$ cat src/rtl/nt_fir_shift_param.sv
// -----------------------------------------------------------------------------
// nt_fir_shift_param
//
// Purpose:
//   Parametrised shift-and-add FIR for the delta-sigma noise-transfer path.
//     y[n] = sum_{k=1..TAPS} s_k * (x[n-k] << sh_k)
//   Two coefficient banks are selectable at run time through `mode`:
//     bank 0 (default) : 2z^-1 -  z^-2   (ideal H1)
//     bank 1 (default) : 2z^-1 - 4z^-2   (imperfect H1)
//   The current sample never contributes, so the minimum delay is z^-1.
//   The output is registered.
//
// Configuration macro:
//   NT_FIR_SAT_EN  - when defined, an out-of-range result saturates to the
//                    WIDTH-bit signed limits. When undefined, it wraps
//                    (two's complement). The ovf pulse is the same in both
//                    builds.
//
// Ports:
//   CLK        in   1      rising-edge clock
//   reset      in   1      asynchronous active-high reset
//   in         in   WIDTH  sample x[n], signed
//   in_valid   in   1      sample accept strobe
//   mode       in   1      coefficient bank select (0 = bank 0, 1 = bank 1)
//   clear      in   1      synchronous flush of delay line and output
//   out        out  WIDTH  y[n], registered, signed
//   out_valid  out  1      one-cycle pulse: out was updated
//   ovf        out  1      one-cycle pulse with out_valid: y did not fit WIDTH
// -----------------------------------------------------------------------------
module nt_fir_shift_param #(
    parameter int                   WIDTH  = 16,
    parameter int                   TAPS   = 2,
    parameter logic [4*TAPS-1:0]    SHIFT0 = 'h01,
    parameter logic [TAPS-1:0]      SIGN0  = 'b10,
    parameter logic [4*TAPS-1:0]    SHIFT1 = 'h21,
    parameter logic [TAPS-1:0]      SIGN1  = 'b10,
    parameter logic [TAPS-1:0]      MASK0  = '1,
    parameter logic [TAPS-1:0]      MASK1  = '1
) (
    input  logic                    CLK,
    input  logic                    reset,
    input  logic signed [WIDTH-1:0] in,
    input  logic                    in_valid,
    input  logic                    mode,
    input  logic                    clear,
    output logic signed [WIDTH-1:0] out,
    output logic                    out_valid,
    output logic                    ovf
);

    // Internal width: 7 bits of headroom for the largest shift, clog2(TAPS)
    // bits of growth for the adder tree and one more bit for subtraction.
    localparam int IW = WIDTH + 7 + $clog2(TAPS) + 1;

    // Delay line: d_q[k-1] holds x[n-k].
    logic signed [WIDTH-1:0] d_q [TAPS];

    logic signed [WIDTH-1:0] out_q;
    logic                    out_valid_q;
    logic                    ovf_q;

    // Per-tap weighted terms and their sum.
    logic signed [IW-1:0]    term [TAPS];
    logic signed [IW-1:0]    y_full;
    logic                    y_ovf;
    logic signed [WIDTH-1:0] y_fit;

    // -------------------------------------------------------------------------
    // Per-tap term generation. The bank is chosen here so that only the
    // selected coefficients reach the adder.
    // -------------------------------------------------------------------------
    generate
        for (genvar gi = 0; gi < TAPS; gi++) begin : g_tap
            logic [3:0]           sh;
            logic                 sub;
            logic                 en;
            logic signed [IW-1:0] ext;
            logic signed [IW-1:0] shifted;

            always_comb begin
                sh      = mode ? SHIFT1[4*gi +: 4] : SHIFT0[4*gi +: 4];
                sub     = mode ? SIGN1[gi]         : SIGN0[gi];
                en      = mode ? MASK1[gi]         : MASK0[gi];
                ext     = {{(IW-WIDTH){d_q[gi][WIDTH-1]}}, d_q[gi]};
                shifted = ext <<< sh;
                if (!en) begin
                    term[gi] = '0;
                end else if (sub) begin
                    term[gi] = -shifted;
                end else begin
                    term[gi] = shifted;
                end
            end
        end
    endgenerate

    always_comb begin
        y_full = '0;
        for (int k = 0; k < TAPS; k++) begin
            y_full = y_full + term[k];
        end
    end

    // The result fits WIDTH exactly when every bit from the WIDTH-1 position
    // upward equals the sign bit.
    assign y_ovf = !((&y_full[IW-1:WIDTH-1]) || !(|y_full[IW-1:WIDTH-1]));

`ifdef NT_FIR_SAT_EN
    always_comb begin
        if (!y_ovf) begin
            y_fit = y_full[WIDTH-1:0];
        end else if (y_full[IW-1]) begin
            y_fit = {1'b1, {(WIDTH-1){1'b0}}};
        end else begin
            y_fit = {1'b0, {(WIDTH-1){1'b1}}};
        end
    end
`else
    assign y_fit = y_full[WIDTH-1:0];
`endif

    // -------------------------------------------------------------------------
    // State update. Clear outranks a simultaneous accept; the sample offered
    // with clear is dropped.
    // -------------------------------------------------------------------------
    always_ff @(posedge CLK or posedge reset) begin
        if (reset) begin
            for (int k = 0; k < TAPS; k++) begin
                d_q[k] <= '0;
            end
            out_q       <= '0;
            out_valid_q <= 1'b0;
            ovf_q       <= 1'b0;
        end else if (clear) begin
            for (int k = 0; k < TAPS; k++) begin
                d_q[k] <= '0;
            end
            out_q       <= '0;
            out_valid_q <= 1'b0;
            ovf_q       <= 1'b0;
        end else if (in_valid) begin
            d_q[0] <= in;
            for (int k = 1; k < TAPS; k++) begin
                d_q[k] <= d_q[k-1];
            end
            out_q       <= y_fit;
            out_valid_q <= 1'b1;
            ovf_q       <= y_ovf;
        end else begin
            out_valid_q <= 1'b0;
            ovf_q       <= 1'b0;
        end
    end

    assign out       = out_q;
    assign out_valid = out_valid_q;
    assign ovf       = ovf_q;

endmodule

$ cat config.mk
export PLATFORM = sky130hd
export DESIGN_NAME = nt_fir_shift_param
export DESIGN_NICKNAME = d
export VERILOG_FILES = /design/src/rtl/nt_fir_shift_param.sv
export SDC_FILE = /design/constraint.sdc
export NUM_CORES = 1
export LEC_CHECK = 0
export BUFFER_PORTS_ARGS = -buffer_cell sky130_fd_sc_hd__buf_2
export CAP_MARGIN = 20
export CORE_MARGIN = 2
export CORE_UTILIZATION = 63
export CTS_CLUSTER_DIAMETER = 80
export DETAILED_ROUTE_END_ITERATION = 16
export GPL_ROUTABILITY_DRIVEN = 0
export MAX_ROUTING_LAYER = met4
export PLACE_DENSITY = 0.86
export REMOVE_ABC_BUFFERS = 1
export SLEW_MARGIN = 20
export SYNTH_ARGS = -nofsm -noshare
export SYNTH_HDL_FRONTEND = slang
export SYNTH_SLANG_ARGS = --single-unit
$ cat constraint.sdc
create_clock -name CLK -period 4.19 [get_ports CLK]
set_input_delay 0.2095 -clock CLK [delete_from_list [all_inputs] [get_ports CLK]]
set_output_delay 0.2095 -clock CLK [all_outputs]
set_load 0.01 [all_outputs]
==> impl_metrics.json, run 1 <==
{
  "p_int_uw": 849,
  "numClockSinks": 50,
  "vias": 2289,
  "arrival_ns": 3.18,
  "place_hpwl_um": 4260,
  "leakage_nw": 1.73,
  "power_density_nw_per_um2": 356,
  "avgSynthCellArea_um2": 10.2,
  "drtPass1Iterations": 4,
  "yosysSeqAreaShare": 0.405,
  "crit_fanout": 5,
  "grt_max_degree": 52,
  "grt_pass1_wl_um": 9830,
  "diodes": 0,
  "grt_pass1_vias": 2182,
  "synth_xor_area_frac": 0.0340,
  "antenna_left": 0,
  "yosysUniqueCellTypes": 41,
  "stdcell_area_um2": 3410,
  "synth_mux_area_frac": 0.188,
  "wl_met3_um": 206,
  "clock_power_share": 0.274,
  "min_path_type": "input pin to async pin",
  "port_buffers": 38,
  "synthTopCellsByArea": "dfrtp_1, mux2i_1, ha_1",
  "cts_resized": 0,
  "std_cell_rows": 25,
  "synthSimpleGateAreaFrac": 0.126,
  "antenna_found_initial": 0,
  "rsz0062_at_grt": "no",
  "crit_chain": "nor2b_4 -> inv_1 -> fa_1 -> a211oi_1 -> o21a_1 -> a21oi_4 -> a311oi_4 -> o211ai_1 -> a211oi_1 -> o211ai_1 -> and3b_1",
  "ioPinCount": 39,
  "final_util": 0.722,
  "skew_ns": 0.00693,
  "placed_cell_area_um2": 3300,
  "drc": 0,
  "drt-vias-per-instance": 5.69,
  "synth_warnings": 0,
  "yosysMostFrequentCell": "mux2i_1",
  "wl_met1_um": 2740,
  "reg2reg_setup_slack_ns": 1.22,
  "grt_use_total": 0.237,
  "top_layer": "met4",
  "p_comb_frac": 0.282,
  "cp.required_ns": 4.39,
  "slew_headroom": 0.408,
  "core-area_um2": 4720,
  "synth_edf_count": 0,
  "synth_cells": 304,
  "slowest_stage": "fa_1",
  "maxSlewViolCount": 0,
  "netlist.area_leader.share": 0.405,
  "fp.dieArea_um2": 5480,
  "ir_drop_mv": 0.169,
  "status": "finished, final reports clean",
  "drv_cap": 0,
  "synthFlopType": "dfrtp_1",
  "placedCellCount": 394,
  "final_cells": 402,
  "cts_hold_buf": 0,
  "synth_top_family_by_area": "multiplexers",
  "tightest_slew_ns": 0.888,
  "clk_latency_ns": 0.31,
  "setup_viol": 0,
  "fillers": 359,
  "synthArstFlopShare": 1.00,
  "drt_iter0_drc": 95,
  "synth_area_leader_cell": "dfrtp_1",
  "p_total_mw": 1.21,
  "hold_violations": 0,
  "cp_top_family": "compound AO/OA/AOI/OAI gates",
  "fin_nets": 375,
  "p_sw_uw": 365,
  "routedWlPerCell_um": 14.7,
  "finalSetupTns_ns": 0,
  "start_kind": "flip-flop",
  "syn2layout_area_growth_pct": 10.4,
  "path_class": "flip-flop to flip-flop",
  "cts_root_buffer": "clkbuf_8",
  "finalCritPeriodShare": 0.710,
  "die_w_um": 74.0,
  "htree_levels": 2,
  "crit_buf_inv": 1,
  "p_sw_frac": 0.301,
  "synth_common_cells": "mux2i_1, nor2_1, dfrtp_1",
  "max_stage_delay_ns": 0.42,
  "seqPwrFrac": 0.444,
  "cts_buffers": 5,
  "met2_length_um": 2950,
  "cts_tree": "built",
  "cp-end-kind": "flip-flop",
  "overflow": 0,
  "path_clk_slew_ns": 0.09,
  "cts_buffer_depth": 2,
  "fmax_ghz": 0.336,
  "netlist_area_um2": 3090,
  "period_minus_slack_ns": 2.97,
  "initial_core_util": 0.654,
  "layout-drive-gt1-share": 0.158,
  "post_cts_buffers": 0,
  "synth-seq-cells": 50,
  "synth_compound_area_frac": 0.133,
  "yosys.area_share.adder": 0.0835,
  "drt_wl_total_um": 5930,
  "die_y_um": 74.0
}
[worst register-to-register path, cell delays in order (launching register included)]
cell	delay, ns
dfrtp_1	0.39
nor2b_4	0.21
inv_1	0.08
fa_1	0.42
a211oi_1	0.26
o21a_1	0.25
a21oi_4	0.10
a311oi_4	0.37
o211ai_1	0.19
a211oi_1	0.28
o211ai_1	0.12
and3b_1	0.19
[flip-flops by register name, summed over array words and instances, names as in the netlist]
name,cells
ovf,1
out_valid,1
out,16
d_q,32
[cell type report]
class                   instances  area [um2]  area share
clock buffers                   7        76.3      0.0224
clock inverters                 1        30.0     0.00881
inverters                       6        23.8     0.00698
multi-input cells             232        1750       0.512
flip-flops and latches         50        1250       0.367
well taps                      67        83.8      0.0246
repair buffers                 39         198      0.0580
[power groups by stage]
stage,clock [mW],combinational [mW],sequential (mW)
after floorplan,0,0.237,0.554
after global placement,0,0.331,0.548
final,0.332,0.342,0.540
after CTS,0.337,0.344,0.540
after detailed placement,0,0.342,0.549
after global routing,0.358,0.378,0.544
[path summary, 6_finish.rpt]
kind | from | depth (start not counted) | end
max in group asynchronous | reset | 2 | d_q[13]
hold reg to reg | out[14] | 2 | out[14]
hold / removal | reset | 2 | d_q[17]
min in group CLK | in[0] | 3 | d_q[16]
setup / recovery | d_q[0] | 11 | ovf
setup reg to reg | d_q[0] | 11 | ovf
[through the flow]
stage	hold WS, ns	setup WS [ns]
floorplan	0.275	1.58
global placement	0.450	1.26
detailed placement	0.460	1.09
CTS	0.145	1.22
global route	0.106	1.04
finish	0.0194	1.22
[cells in the final DEF (no fill, tap or decap), drive strengths merged, types with 4 or more instances in the layout]
cell type / instances
mux2i: 57
nor2: 56
dfrtp: 50
buf: 39
ha: 19
a21oi: 17
xnor2: 12
nand2: 9
o21a: 7
clkbuf: 7
a21o: 6
o21ai: 6
inv: 5
o211ai: 5
a211oi: 5
nand2b: 4
nand3: 4
[kinds of logic after synthesis]
family / count (synthesis)
compound gates: 55
flops: 50
xor+xnor: 12
mux: 58
fa+ha+maj: 20
buf+inv: 22
simple gates: 87
[routing by layer]
| layer | track usage | vias to the layer above |
|---|---|---|
| met5 | - | - |
| met4 | 0.0545 | 0 |
| met3 | 0.0461 | 5 |
| met2 | 0.404 | 44 |
| met1 | 0.292 | 1106 |
| li1 | - | 1134 |
Power figures use the tool's default switching activity.
==> run 2, diff against run 1 <==
--- a/config.mk
+++ b/config.mk
@@ -8,12 +8,12 @@
 export BUFFER_PORTS_ARGS = -buffer_cell sky130_fd_sc_hd__buf_2
 export CAP_MARGIN = 20
 export CORE_MARGIN = 2
-export CORE_UTILIZATION = 63
+export CORE_UTILIZATION = 58
 export CTS_CLUSTER_DIAMETER = 80
 export DETAILED_ROUTE_END_ITERATION = 16
 export GPL_ROUTABILITY_DRIVEN = 0
 export MAX_ROUTING_LAYER = met4
-export PLACE_DENSITY = 0.86
+export PLACE_DENSITY = 0.8
 export REMOVE_ABC_BUFFERS = 1
 export SLEW_MARGIN = 20
 export SYNTH_ARGS = -nofsm -noshare
==> constraint.sdc (replaced) <==
create_clock -name CLK -period 3 [get_ports CLK]
set_input_delay 0.15 -clock CLK [delete_from_list [all_inputs] [get_ports CLK]]
set_output_delay 0.15 -clock CLK [all_outputs]
set_load 0.01 [all_outputs]
==> run 2 against run 1 <==
  * The run now ends with hold timing left
  * Non-clock buffer count up 3
  * Sequential share of layout area shrank 0.36 points
  * Combinational power up 44%
  * Clock power up 20%
  * Critical endpoint unchanged
  * Largest power group unchanged
==> impl_metrics.json, run 2 (synthesis results as in run 1) <==
{
  "status": "finished with violations",
  "violations": "hold timing",
  "crit_fanout": 4,
  "fp.dieArea_um2": 5920,
  "crit_chain": "nor2b_4 -> inv_1 -> fa_1 -> a211oi_2 -> o21a_1 -> a21oi_4 -> a311oi_4 -> a22o_1 -> o211ai_1 -> nor4_1 -> and3b_1",
  "maxSlewViolCount": 0,
  "syn2layout_area_growth_pct": 11.5,
  "cts_root_buffer": "clkbuf_8",
  "hold_violations": 50,
  "die_y_um": 77.0,
  "drv_cap": 0,
  "cp-end-kind": "flip-flop",
  "placedCellCount": 398,
  "setup_viol": 0,
  "grt_max_degree": 52,
  "htree_levels": 2,
  "tightest_slew_ns": 0.856,
  "cts_tree": "built",
  "max_stage_delay_ns": 0.44,
  "vias": 2242,
  "drt_wl_total_um": 5690,
  "clk_latency_ns": 0.30,
  "cts_buffer_depth": 2,
  "diodes": 0,
  "crit_buf_inv": 1,
  "drt-vias-per-instance": 5.50,
  "antenna_found_initial": 0,
  "std_cell_rows": 26,
  "layout_common_cells": "mux2i_1, nor2_1, dfrtp_1, buf_2, ha_1",
  "holdWs_ns": -0.0206,
  "slew_headroom": 0.429,
  "top_register": "d_q",
  "cts_buffers": 5,
  "grt_use_total": 0.214,
  "ioPinCount": 39,
  "fin_nets": 378,
  "drt_iter0_drc": 95,
  "final_cells": 408,
  "slowest_stage": "fa_1",
  "cp_top_family": "compound AO/OA/AOI/OAI gates",
  "port_buffers": 38,
  "routedWlPerCell_um": 14.0,
  "start_kind": "flip-flop",
  "arrival_ns": 3.00,
  "skew_ns": 0.00501,
  "antenna_left": 0,
  "period_minus_slack_ns": 2.81,
  "place_hpwl_um": 4110,
  "core-area_um2": 5110,
  "cp.required_ns": 3.20,
  "die_w_um": 77.0,
  "min_path_type": "input pin to async pin",
  "grt_pass1_vias": 2054,
  "path_class": "flip-flop to flip-flop",
  "finalCritPeriodShare": 0.936,
  "finalSetupTns_ns": 0,
  "overflow": 0,
  "numClockSinks": 50,
  "layout_commonest_cell": "mux2i_1",
  "grt_pass1_wl_um": 9940,
  "fmax_ghz": 0.356,
  "path_clk_slew_ns": 0.08,
  "fillers": 404,
  "drtPass1Iterations": 4,
  "leakage_nw": 1.75,
  "layout-drive-gt1-share": 0.175,
  "setup_ws_ns": 0.193,
  "initial_core_util": 0.605,
  "pre_cts_ws_ns": 0.0759,
  "ir_drop_mv": 0.268,
  "power_density_nw_per_um2": 477,
  "final_util": 0.674,
  "cts_hold_buf": 0,
  "drc": 0,
  "largest_reg_flops": 32
}
==> run 2: cell count changes in the layout (fill, tap and decap cells not counted) <==
cell       change
o21ai_1        +1
o21ai_0        -1
buf_12         +1
clkbuf_8       +1
buf_4          +2
clkbuf_1       -1
a211oi_2       +2
bufinv_16      -1
clkinv_2       +1
a211oi_1       -2
==> run 2: what timing repair did <==
item | 4_1_cts | 5_1_grt
buffers inserted | 0 | 2
resized for setup | 0 | 3
endpoints found under the setup margin | 0 | 1
==> run 2: metrics by stage <==
step | hold WS, ns | total power, mW | cell area [um2]
final | -0.0206 | 1.64 | 3440
after global routing | 0.0547 | 1.75 | 3440
after CTS | 0.0786 | 1.64 | 3420
after detailed placement | 0.400 | 1.25 | 3320
after global placement | 0.391 | 1.24 | 3320
after floorplan | 0.216 | 1.10 | 3020
==> run 2: path summary, 6_finish.rpt <==
| check | from | end | slack (ns) | depth (start not counted) |
|---|---|---|---|---|
| min | reset | d_q[15] | -0.02 | 2 |
| max | d_q[0] | ovf | 0.19 | 11 |
| min reg2reg | out[14] | out[14] | 0.51 | 2 |
| max reg2reg | d_q[0] | ovf | 0.19 | 11 |
| min in group CLK | in[2] | d_q[18] | 0.08 | 3 |
| max in group asynchronous | reset | d_q[5] | 2.53 | 2 |
==> run 2: where the power goes <==
| group | internal (mW) | leakage, nW | switching [mW] | total [mW] |
|---|---|---|---|---|
| clock | 0.186 | 0.0482 | 0.212 | 0.398 |
| combinational | 0.226 | 1.03 | 0.265 | 0.491 |
| sequential | 0.721 | 0.672 | 0.0329 | 0.753 |
| total | 1.13 | 1.75 | 0.510 | 1.64 |
==> run 2: routing by layer <==
layer,wire length (um),global-route usage,part of all wire,vias up
li1,-,-,-,1146
met1,2860,0.305,0.50,1057
met2,2580,0.313,0.45,33
met3,176,0.0388,0.031,6
met4,82,0.0655,0.014,0
met5,0,-,0,-
==> run 2: cell type report <==
class	instances	area, um2	share of cell area
flip-flops and latches	50	1250	0.364
multi-input cells	232	1760	0.510
inverters	6	23.8	0.00691
clock buffers	7	86.3	0.0251
well taps	70	87.6	0.0254
repair buffers	42	233	0.0676
clock inverters	1	5.00	0.00145
==> run 3, diff against run 2 <==
--- a/config.mk
+++ b/config.mk
@@ -8,12 +8,12 @@
 export BUFFER_PORTS_ARGS = -buffer_cell sky130_fd_sc_hd__buf_2
 export CAP_MARGIN = 20
 export CORE_MARGIN = 2
-export CORE_UTILIZATION = 58
+export CORE_UTILIZATION = 63
 export CTS_CLUSTER_DIAMETER = 80
 export DETAILED_ROUTE_END_ITERATION = 16
 export GPL_ROUTABILITY_DRIVEN = 0
 export MAX_ROUTING_LAYER = met4
-export PLACE_DENSITY = 0.8
+export PLACE_DENSITY = 0.86
 export REMOVE_ABC_BUFFERS = 1
 export SLEW_MARGIN = 20
 export SYNTH_ARGS = -nofsm -noshare
==> constraint.sdc (replaced) <==
create_clock -name CLK -period 3.57 [get_ports CLK]
set_input_delay 0.1785 -clock CLK [delete_from_list [all_inputs] [get_ports CLK]]
set_output_delay 0.1785 -clock CLK [all_outputs]
set_load 0.01 [all_outputs]
==> run 3 against run 2 <==
  * The flow still finishes with violations (hold timing)
  * Sequential power shrank 16%
  * Setup slack better by 0.48 ns
  * Sequential share of layout area grew 0.48 points
  * Via count decreased by 0.40%
  * First-iteration DRC count grew 16%
  * Critical endpoint unchanged
  * Highest routed layer unchanged
==> impl_metrics.json, run 3 (synthesis results as in run 1) <==
{
  "status": "finished with violations",
  "violations": "hold timing",
  "cts_hold_buf": 0,
  "fillers": 343,
  "cts_buffer_depth": 2,
  "overflow": 0,
  "crit_path_start": "d_q[0]",
  "die_y_um": 74.0,
  "grt_use_total": 0.238,
  "grt_pass1_wl_um": 9880,
  "drt_iter0_drc": 110,
  "routedWlPerCell_um": 14.6,
  "skew_ns": 0.00564,
  "final_cells": 402,
  "largest_reg_flops": 32,
  "numClockSinks": 50,
  "seqPwrFrac": 0.460,
  "p_int_uw": 942,
  "hold_violations": 12,
  "ir_drop_mv": 0.298,
  "path_clk_slew_ns": 0.09,
  "post_cts_buffers": 0,
  "slew_headroom": 0.407,
  "period_minus_slack_ns": 2.90,
  "drt_wl_total_um": 5870,
  "std_cell_rows": 25,
  "min_path_type": "input pin to async pin",
  "p_sw_uw": 437,
  "multi_input_area_um2": 1750,
  "grt_pass1_vias": 2212,
  "path_class": "flip-flop to flip-flop",
  "die_w_um": 74.0,
  "drv_cap": 0,
  "core-area_um2": 4720,
  "port_buffers": 38,
  "r2r-start": "d_q[0]",
  "start_kind": "flip-flop",
  "finalCritPeriodShare": 0.812,
  "cts_resized": 0,
  "grt_max_degree": 52,
  "fp.dieArea_um2": 5480,
  "cts_buffers": 5,
  "htree_levels": 2,
  "cp-end-kind": "flip-flop",
  "finalSetupTns_ns": 0,
  "tightest_slew_ns": 0.889,
  "antenna_found_initial": 0,
  "fmax_ghz": 0.345,
  "cts_root_buffer": "clkbuf_8",
  "syn2layout_area_growth_pct": 10.0,
  "drc": 0,
  "initial_core_util": 0.654,
  "top_register": "d_q",
  "crit_fanout": 5,
  "vias": 2233,
  "place_hpwl_um": 4200,
  "final_util": 0.719,
  "cts_tree": "built",
  "placedCellCount": 394,
  "holdWs_ns": -0.00525,
  "drt-vias-per-instance": 5.55,
  "cp.required_ns": 3.77,
  "layout-drive-gt1-share": 0.164,
  "p_sw_frac": 0.317,
  "clk_latency_ns": 0.30,
  "antenna_left": 0,
  "arrival_ns": 3.10,
  "setup_viol": 0,
  "maxSlewViolCount": 0,
  "diodes": 0,
  "power_density_nw_per_um2": 406,
  "clock_power_share": 0.249,
  "p_total_mw": 1.38,
  "layout_commonest_cell": "mux2i_1",
  "rsz0062_at_grt": "no",
  "regArea_um2": 1250,
  "layout_common_cells": "mux2i_1, nor2_1, dfrtp_1, buf_2, ha_1",
  "drtPass1Iterations": 4,
  "p_comb_frac": 0.291,
  "leakage_nw": 1.73,
  "fin_nets": 375,
  "ioPinCount": 39
}
run 3: cell types whose count changed in the layout (fill, tap and decap cells not counted):
| cell | change |
|---|---|
| clkinvlp_4 | +1 |
| o21ai_0 | +1 |
| buf_4 | -2 |
| a211oi_1 | +2 |
| buf_12 | -1 |
| o21ai_1 | -1 |
| clkbuf_1 | -1 |
| a211oi_2 | -2 |
run 3: area by class of cell:
type | count | area share
well taps | 67 | 0.0247
flip-flops and latches | 50 | 0.368
clock inverters | 2 | 0.00368
multi-input cells | 232 | 0.514
inverters | 6 | 0.00700
repair buffers | 39 | 0.0582
clock buffers | 6 | 0.0243
run 3: metal layers:
metal	GRT usage	up-vias	wire length [um]	part of all wire
li1	-	1129	-	-
met1	0.287	1055	2720	0.46
met2	0.404	42	2880	0.49
met3	0.0447	7	197	0.034
met4	0.0768	0	69	0.012
met5	-	-	0	0
run 3: power by group through the flow:
stage | sequential [mW] | combinational [mW] | clock (mW)
after floorplan | 0.650 | 0.278 | 0
after global placement | 0.643 | 0.388 | 0
after detailed placement | 0.645 | 0.401 | 0
after CTS | 0.635 | 0.403 | 0.349
after global routing | 0.640 | 0.445 | 0.372
final | 0.634 | 0.402 | 0.344
run 3: path summary, 6_finish.rpt:
kind	slack, ns	end	cells after the start
max	0.67	ovf	11
max in group asynchronous	3.08	out[14]	2
max reg2reg	0.67	ovf	11
min in group CLK	0.11	d_q[25]	3
min reg2reg	0.49	out[14]	2
min	-0.005	out[1]	2
run 3: critical path: stages, from the launching register on:
cell and delay, ns:
dfrtp_1 0.38, nor2b_4 0.20, inv_1 0.07, fa_1 0.42, a211oi_1 0.27, o21a_1 0.25, a21oi_4 0.09, a311oi_4 0.37
o211ai_1 0.18, a211oi_1 0.25, o211ai_1 0.12, and3b_1 0.20
run 3: per-stage QoR:
stage	area (um2)	worst slack (ns)
2_1_floorplan	3020	0.956
3_3_place_gp	3300	0.686
3_5_place_dp	3300	0.544
4_1_cts	3400	0.667
5_1_grt	3400	0.529
6_report	3400	0.671
